**config.mk**
```make
export PLATFORM = sky130hd
export DESIGN_NAME = div_radix2
export DESIGN_NICKNAME = d
export VERILOG_FILES = /design/src/rtl/cpu_pkg.sv /design/src/rtl/div_radix2.sv
export SDC_FILE = /design/constraint.sdc
export NUM_CORES = 1
export LEC_CHECK = 0
export CAP_MARGIN = 0
export CORE_ASPECT_RATIO = 0.9
export CORE_MARGIN = 5
export CORE_UTILIZATION = 38
export DETAILED_ROUTE_END_ITERATION = 10
export PLACE_DENSITY = 0.58
export SYNTH_ARGS = -nofsm -noshare
export SYNTH_HDL_FRONTEND = slang
export SYNTH_SLANG_ARGS = --single-unit
```
**constraint.sdc**
```tcl
create_clock -name clk -period 9.64 [get_ports clk]
set_input_delay 0.964 -clock clk [delete_from_list [all_inputs] [get_ports clk]]
set_output_delay 0.964 -clock clk [all_outputs]
set_load 0.005 [all_outputs]
```
**src/rtl/cpu_pkg.sv**
```systemverilog
// Shared CPU definitions used by the EX-stage divider.
package cpu_pkg;

  localparam int DIV_WIDTH = 32;
  localparam int DIV_CNT_W = $clog2(DIV_WIDTH);

  typedef enum logic [1:0] {
    IDLE    = 2'd0,
    DIVZERO = 2'd1,
    ON      = 2'd2,
    END     = 2'd3
  } div_state_t;

endpackage

```
**src/rtl/div_radix2.sv**
```systemverilog
// Multi-cycle radix-2 restoring divider for DIV/DIVU; result is {remainder, quotient}.
// Handshake: start_i is level-held by the requester until ready_o, a one-cycle pulse.
module div_radix2
  import cpu_pkg::*;
#(
  parameter int WIDTH = DIV_WIDTH
) (
  input  logic               clk,
  input  logic               rst,
  input  logic               flush,
  input  logic               annul_i,
  input  logic [WIDTH-1:0]   opdata1_i,
  input  logic [WIDTH-1:0]   opdata2_i,
  input  logic               start_i,
  input  logic               signed_div_i,
  output logic               ready_o,
  output logic [2*WIDTH-1:0] result_o
);

  localparam int CNT_W = $clog2(WIDTH);

  div_state_t         state_q, state_d;
  logic [2*WIDTH-1:0] sreg_q, sreg_d;
  logic [WIDTH-1:0]   divisor_q, divisor_d;
  logic [CNT_W-1:0]   cnt_q, cnt_d;
  logic               qsign_q, qsign_d;
  logic               rsign_q, rsign_d;
  logic               ready_q, ready_d;
  logic [2*WIDTH-1:0] result_q, result_d;

  logic               abort;
  logic               sign1, sign2;
  logic [WIDTH-1:0]   abs1, abs2;
  logic [2*WIDTH:0]   shifted;
  logic [WIDTH:0]     trial;
  logic [2*WIDTH-1:0] sreg_step;
  logic [WIDTH-1:0]   rem_mag, quo_mag;

  always_comb begin
    abort = flush | annul_i;
    sign1 = signed_div_i & opdata1_i[WIDTH-1];
    sign2 = signed_div_i & opdata2_i[WIDTH-1];
    abs1  = sign1 ? (~opdata1_i + 1'b1) : opdata1_i;
    abs2  = sign2 ? (~opdata2_i + 1'b1) : opdata2_i;

    // sreg holds {partial_rem, dividend/quotient}; quotient bits enter at the LSB.
    shifted = {sreg_q, 1'b0};
    trial   = shifted[2*WIDTH:WIDTH] - {1'b0, divisor_q};
    if (!trial[WIDTH]) begin
      sreg_step = {trial[WIDTH-1:0], shifted[WIDTH-1:1], 1'b1};
    end else begin
      sreg_step = shifted[2*WIDTH-1:0];
    end

    rem_mag = sreg_q[2*WIDTH-1:WIDTH];
    quo_mag = sreg_q[WIDTH-1:0];

    state_d   = state_q;
    sreg_d    = sreg_q;
    divisor_d = divisor_q;
    cnt_d     = cnt_q;
    qsign_d   = qsign_q;
    rsign_d   = rsign_q;
    ready_d   = 1'b0;
    result_d  = result_q;

    case (state_q)
      IDLE: begin
        if (start_i && !abort) begin
          divisor_d = abs2;
          cnt_d     = '0;
          if (opdata2_i == '0) begin
            // Divide-by-zero yields a fixed pattern: raw dividend as remainder, all-ones quotient.
            sreg_d  = {opdata1_i, {WIDTH{1'b1}}};
            qsign_d = 1'b0;
            rsign_d = 1'b0;
            state_d = DIVZERO;
          end else begin
            sreg_d  = {{WIDTH{1'b0}}, abs1};
            qsign_d = sign1 ^ sign2;
            rsign_d = sign1;
            state_d = ON;
          end
        end
      end
      ON: begin
        sreg_d = sreg_step;
        cnt_d  = cnt_q + 1'b1;
        if (cnt_q == CNT_W'(WIDTH - 1)) begin
          state_d = END;
        end
      end
      DIVZERO: begin
        state_d = END;
      end
      END: begin
        ready_d  = 1'b1;
        result_d = {rsign_q ? (~rem_mag + 1'b1) : rem_mag,
                    qsign_q ? (~quo_mag + 1'b1) : quo_mag};
        state_d  = IDLE;
      end
      default: state_d = IDLE;
    endcase

    if (abort) begin
      state_d  = IDLE;
      ready_d  = 1'b0;
      result_d = result_q;
    end
  end

  always_ff @(posedge clk or negedge rst) begin
    if (!rst) begin
      state_q   <= IDLE;
      sreg_q    <= '0;
      divisor_q <= '0;
      cnt_q     <= '0;
      qsign_q   <= 1'b0;
      rsign_q   <= 1'b0;
      ready_q   <= 1'b0;
      result_q  <= '0;
    end else begin
      state_q   <= state_d;
      sreg_q    <= sreg_d;
      divisor_q <= divisor_d;
      cnt_q     <= cnt_d;
      qsign_q   <= qsign_d;
      rsign_q   <= rsign_d;
      ready_q   <= ready_d;
      result_q  <= result_d;
    end
  end

  assign ready_o  = ready_q;
  assign result_o = result_q;

endmodule
```
==> results.yml, run 1 <==
timing:
  setup_slack_ns: 5.596
  fmax_mhz: 247.3
  rsz0062_at_grt: "no"
  timing.final.hold_violations: 0
  relSlewSlack_pct: 25.95
  finalSetupViolCount: 0
  final_max_slew_viol_count: 0
  finalCritPeriodShare_pct: 41.95
  fin_tns_setup_ns: 0
  worst_pin_slew_ns: 1.111
  fin_worst_skew_ns: 0.01069
  period_minus_slack_ns: 4.044
  hold_ws_ns: 0.4825
clock_tree:
  path_clk_slew_ns: 0.07
  cts_hold_buf: 0
  root_buffer: "clkbuf_16"
  clock_path_buffers: 2
  cts.htree.levels: 4
  cts_sinks: 170
  clkLatencyLatePin_ns: 0.44
  ctsResizeCount: 0
  cts_tree: "done"
  numCtsBuffers: 17
  postCtsSetupBuffers: 0
global_route:
  gr-total-overflow: 0
  grt_use_total_pct: 20.14
  antenna_found_initial: 0
  first_global_vias: 10070
  grt_start_max_net_pins: 103
  grt_pass1_wl_um: 56200
yosys:
  ys_types: 67
  synthArstFlopShare_pct: 100.0
  synth_area_leaders: "dfrtp_1 (36%), xor2_1 (7.1%), nand2_1 (7.1%)"
  synth_top_area_share_pct: 36.45
  ys_seq_area_share_pct: 36.45
  ys_ff_latch: 170
  avgSynthCellArea_sq_um: 8.105
  synth_area_sq_mm: 0.01167
  synth-edff-count: 0
  synth.yosys.warnings: 0
  synthFlopType: "dfrtp_1"
  syn-num-nets: 1553
  synth_cells: 1440
  synth_area_leader_cell: "dfrtp_1"
drt:
  drc: 0
  routed_wl_um: 35170
  vias: 10620
  drtPass1Iterations: 5
  wl_per_cell_um: 18.15
  postRouteAntennaNets: 0
  via_per_inst: 5.479
  drtIter0Drc: 825
place:
  placed_cells: 1906
  dpl.hpwl_um: 26820
  port_buffers: 134
  pre_cts_slack_ns: 5.166
  gp_congestion: 0.9271
finish:
  fin_nets: 1635
  drive_gt1_share_pct: 4.300
  final_cells: 1938
  area_growth_pct: 19.12
  layout_commonest_cell: "nand2_1"
  nFillCells: 2993
  multiInputGateArea_sq_mm: 0.006938
  seq_area_sq_mm: 0.004254
  final_cell_mix: "nand2_1 (220), dfrtp_1 (170), clkdlybuf4s50_1 (133)"
  diodes: 0
power:
  power.total_w: 0.003381
  p_leak_nw: 5.627
  p_per_area_mw_per_mm2: 243.2
  peakVddDrop_v: 0.0001810
critical_path:
  critPathKind: "flip-flop to flip-flop"
  r2r-start: "sreg_q[31]$_DFFE_PN0P_"
  worst_ep_arrival_time_ns: 4.35
  critPathMaxFanout: 21
  end_kind: "flip-flop"
  critical_path_required_ns: 9.95
  cp-startpoint: "sreg_q[31]$_DFFE_PN0P_"
  setup.worst_path.start_class: "flip-flop"
flow_run:
  maxCapViolCount: 0
floorplan:
  die_area_sq_mm: 0.03432
  core_sq_mm: 0.03010
  floorplan.rows: 60
  initial_core_util_pct: 38.77
  die_w_um: 194.7
  die_y_um: 176.3
  io-pin-count: 135
worst_hold_path:
  hp-start: "result_o[37]$_DFFE_PN0P_"
  min_path_type: "flip-flop to flip-flop"
outcome:
  status: "complete, no violations"
-- sequential cells by signal, summed over array words and instances, names as in the netlist --
name       flops
cnt_q          5
divisor_q     32
qsign_q        1
ready_o        1
result_o      64
rsign_q        1
sreg_q        64
state_q        2
-- logic make-up after synthesis --
kind of cell               count (synthesis)  synth area share, %
and+or+nand+nor                          483                19.32
AOI/OAI and AO/OA                        448                22.77
DFF                                      170                36.45
xor gates and xnor gates                 150                11.32
buffers and inverters                    135                4.524
adders and majority gates                 43                4.674
muxes                                     11               0.9434
-- synth_stat cells, drive strengths merged, types with 3 or more instances --
cell    instances
nor3           26
o32a            5
a31oi          25
nand2b         11
or2             5
a21oi         111
a32oi           8
o21ai         181
ha             42
a21o            7
o41ai          18
or3            32
o31ai          26
buf            16
and2           12
nor2b           4
xnor2          55
dfrtp         170
nand4           3
o211ai         11
nor4           13
o22ai          26
inv            53
nor2           90
mux2i          11
o21a            4
clkbuf         66
or4            13
o21bai          3
a211oi          4
nand3          30
xor2           95
and3           16
nand2         221
-- power by group --
group	total, W	leakage (nW)	switching [W]	internal, W
registers	0.00113	2.17	0.000277	0.000852
clock network	0.000697	0.280	0.000343	0.000354
logic	0.00156	3.18	0.000915	0.000640
total	0.00338	5.63	0.00153	0.00185
-- worst max-delay path, cell delays in order, from the launching register on --
cell and delay, ns:
dfrtp_1 0.50, inv_1 0.10, ha_1 0.24, fa_1 0.40, nand2b_1 0.20, a21oi_1 0.28, o211ai_1 0.18, o21ai_1 0.30
a21oi_1 0.20, o21a_1 0.48, xnor2_2 0.22, buf_4 0.30, mux2i_1 0.39, a21oi_1 0.12
-- layout make-up --
cell class / instances / share of cell area, %
Clock buffer: 18 / 3.159
Sequential cell: 170 / 30.60
Multi-Input combinational cell: 1135 / 49.90
Timing Repair Buffer: 145 / 10.25
Clock inverter: 14 / 1.035
Inverter: 53 / 1.431
Tap cell: 403 / 3.627
-- metal layers --
layer / track usage [%] / routed length (um)
met1: 30.07 / 17160
met2: 29.85 / 15070
met3: 3.663 / 2188
met4: 5.817 / 757
met5: 0 / 0
-- per-stage QoR --
step / area (sq um) / util (%)
detailed placement: 13320 / 44.25
finish: 13900 / 46.18
global placement: 13320 / 44.25
floorplan: 11670 / -
global route: 13900 / 46.18
CTS: 13900 / 46.18
-- final timing paths --
path	to	slack, ns	depth (start not counted)
hold / removal	result_o[37]$_DFFE_PN0P_	0.48	2
max in group asynchronous	result_o[33]$_DFFE_PN0P_	7.51	2
setup / recovery	sreg_q[51]$_DFFE_PN0P_	5.60	13
setup reg to reg	sreg_q[51]$_DFFE_PN0P_	5.60	13
hold reg to reg	result_o[37]$_DFFE_PN0P_	0.48	2
min in group asynchronous	state_q[0]$_DFFE_PN0P_	0.61	1
Note: power is estimated with default switching activity, not from simulation.
==> run 2, diff against run 1 <==
Settings changed: PLACE_DENSITY 0.58 to 0.6.
Clock period 9.64 ns to 3.65 ns, I/O delays scaled along.
==> run 2 against run 1 <==
  * Via count up 2.9%
  * Largest cell class unchanged
  * Power rose to 2.8 times the previous value
  * Highest routed layer unchanged
  * Fmax up 19%
  * Critical path type unchanged
  * Core utilization up 1.5 points
  * Sequential power up 150%
==> results.yml, run 2 (same netlist as run 1, synthesis figures left out) <==
critical_path:
  slowest_delay_ns: 0.41
  critPathMaxFanout: 29
  critical_path_required_ns: 3.98
  worstPathCellList: "inv_1 > ha_1 > fa_1 > nand2b_1 > a21oi_2 > o211ai_1 > o21ai_1 > a21oi_1 > o21ai_1 > buf_12 > xnor2_1 > buf_4 > a211oi_1 > a21oi_1"
  crit_buf_inv: 3
  end_kind: "flip-flop"
  crit_family: "compound AO/OA/AOI/OAI gates"
  setup.worst_path.start_class: "flip-flop"
  worst_ep_arrival_time_ns: 3.73
  cp_slowest_cell: "dfrtp_1"
  critPathKind: "flip-flop to flip-flop"
drt:
  drc: 0
  routed_wl_um: 36480
  via_per_inst: 5.499
  vias: 10930
  drtIter0Drc: 818
  postRouteAntennaNets: 0
  wl_per_cell_um: 18.36
  drtPass1Iterations: 5
global_route:
  grt_pass1_wl_um: 57960
  grt_use_total_pct: 20.99
  use_met3_pct: 4.885
  antenna_found_initial: 0
  first_global_vias: 10320
  grt_busiest_layer: "met1"
  use_met2_pct: 30.88
  met1_usage_pct: 30.90
  gr-total-overflow: 0
  grt_start_max_net_pins: 98
place:
  post_dp_cell_area_sq_mm: 0.01376
  dpl.hpwl_um: 28210
  gp_congestion: 0.8990
  port_buffers: 134
finish:
  fin_util_pct: 47.71
  multiInputGateArea_sq_mm: 0.006943
  diodes: 0
  final_cell_mix: "nand2_1 (220), dfrtp_1 (170), clkdlybuf4s50_1 (133)"
  final_area_sq_mm: 0.01436
  fin_nets: 1684
  nFillCells: 2982
  layout_commonest_cell: "nand2_1"
  seq_area_sq_mm: 0.004254
  area_growth_pct: 23.07
  drive_gt1_share_pct: 7.197
floorplan:
  die_area_sq_mm: 0.03432
  core_sq_mm: 0.03010
  floorplan.rows: 60
  die_w_um: 194.7
  initial_core_util_pct: 38.77
  die_y_um: 176.3
  io-pin-count: 135
power:
  power_frac_comb_pct: 49.7
  p_sw_share_pct: 43.93
  p_clk_share_pct: 20.4
  power_frac_seq_pct: 29.9
  p_leak_nw: 5.902
  p_per_area_mw_per_mm2: 648.3
  p_int_w: 0.005221
  power.total_w: 0.009313
  peakVddDrop_v: 0.0003895
  p_switching_w: 0.004091
worst_hold_path:
  min_path_type: "flip-flop to flip-flop"
timing:
  fin_worst_skew_ns: 0.01699
  relSlewSlack_pct: 22.59
  timing.final.hold_violations: 0
  final_max_slew_viol_count: 0
  rsz0062_at_grt: "no"
  hold_ws_ns: 0.4790
  period_minus_slack_ns: 3.395
  finalCritPeriodShare_pct: 93.00
  fmax_mhz: 294.6
  worst_pin_slew_ns: 1.157
  fin_tns_setup_ns: 0
  finalSetupViolCount: 0
clock_tree:
  cts.htree.levels: 4
  root_buffer: "clkbuf_16"
  clock_path_buffers: 2
  numCtsBuffers: 17
  cts_tree: "done"
  path_clk_slew_ns: 0.07
  cts_sinks: 170
  clkLatencyLatePin_ns: 0.45
  postCtsSetupBuffers: 0
outcome:
  status: "complete, no violations"
flow_run:
  maxCapViolCount: 0
==> run 2: changes by cell type in the layout (fill, tap and decap cells not counted), moves of 2 or more <==
cell,delta
clkinvlp_4,-2
buf_12,+6
buf_4,+42
clkbuf_1,+2
inv_8,-6
clkinv_2,+2
bufinv_16,+2
==> run 2: final timing paths <==
check	start	end	slack (ns)	cells past startpoint
setup / recovery	sreg_q[31]$_DFFE_PN0P_	sreg_q[60]$_DFFE_PN0P_	0.26	14
hold / removal	divisor_q[24]$_DFFE_PN0P_	divisor_q[24]$_DFFE_PN0P_	0.48	2
setup reg to reg	sreg_q[31]$_DFFE_PN0P_	sreg_q[60]$_DFFE_PN0P_	0.26	14
hold reg to reg	divisor_q[24]$_DFFE_PN0P_	divisor_q[24]$_DFFE_PN0P_	0.48	2
max in group asynchronous	rst	result_o[53]$_DFFE_PN0P_	2.12	3
min in group asynchronous	rst	result_o[2]$_DFFE_PN0P_	0.53	2
==> run 2: power groups by stage <==
stage / logic (W) / clock network (W) / registers, W
2_1_floorplan: 0.00311 / 0 / 0.00265
3_3_place_gp: 0.00453 / 0 / 0.00278
3_5_place_dp: 0.00456 / 0 / 0.00280
4_1_cts: 0.00458 / 0.00193 / 0.00276
5_1_grt: 0.00512 / 0.00201 / 0.00284
6_report: 0.00463 / 0.00190 / 0.00278
==> run 2: cell type report <==
| class | instances | area share [%] |
|---|---|---|
| multi-input combinational | 1135 | 48.34 |
| sequential | 170 | 29.62 |
| timing repair buffer | 194 | 13.02 |
| tap | 403 | 3.510 |
| clock buffer | 21 | 3.206 |
| inverter | 53 | 1.385 |
| clock inverter | 11 | 0.9233 |
==> run 2: tightest hold or removal path, stage by stage, from the launching register on <==
cell	delay, ns
dfrtp_1	0.34
nand2_1	0.04
o21ai_0	0.06
==> run 2: per-layer routing <==
| layer | up-vias | part of all wire, % |
|---|---|---|
| li1 | 5378 | - |
| met1 | 5169 | 49 |
| met2 | 341 | 43 |
| met3 | 39 | 6.4 |
| met4 | 0 | 2.3 |
| met5 | - | 0 |
==> run 2: per-stage QoR <==
stage | cells | setup slack, ns
floorplan | 1440 | 0.6298
global placement | 1954 | 0.2979
detailed placement | 1954 | 0.1926
CTS | 1987 | 0.1676
global route | 1987 | 0.07912
finish | 1987 | 0.2554
==> run 2: repair_timing <==
action                                  4_1_cts  5_1_grt
hold buffers                                  1        0
endpoints found under the setup margin        0       10
endpoints found under the hold margin        44        0
gates resized for setup                       0        2
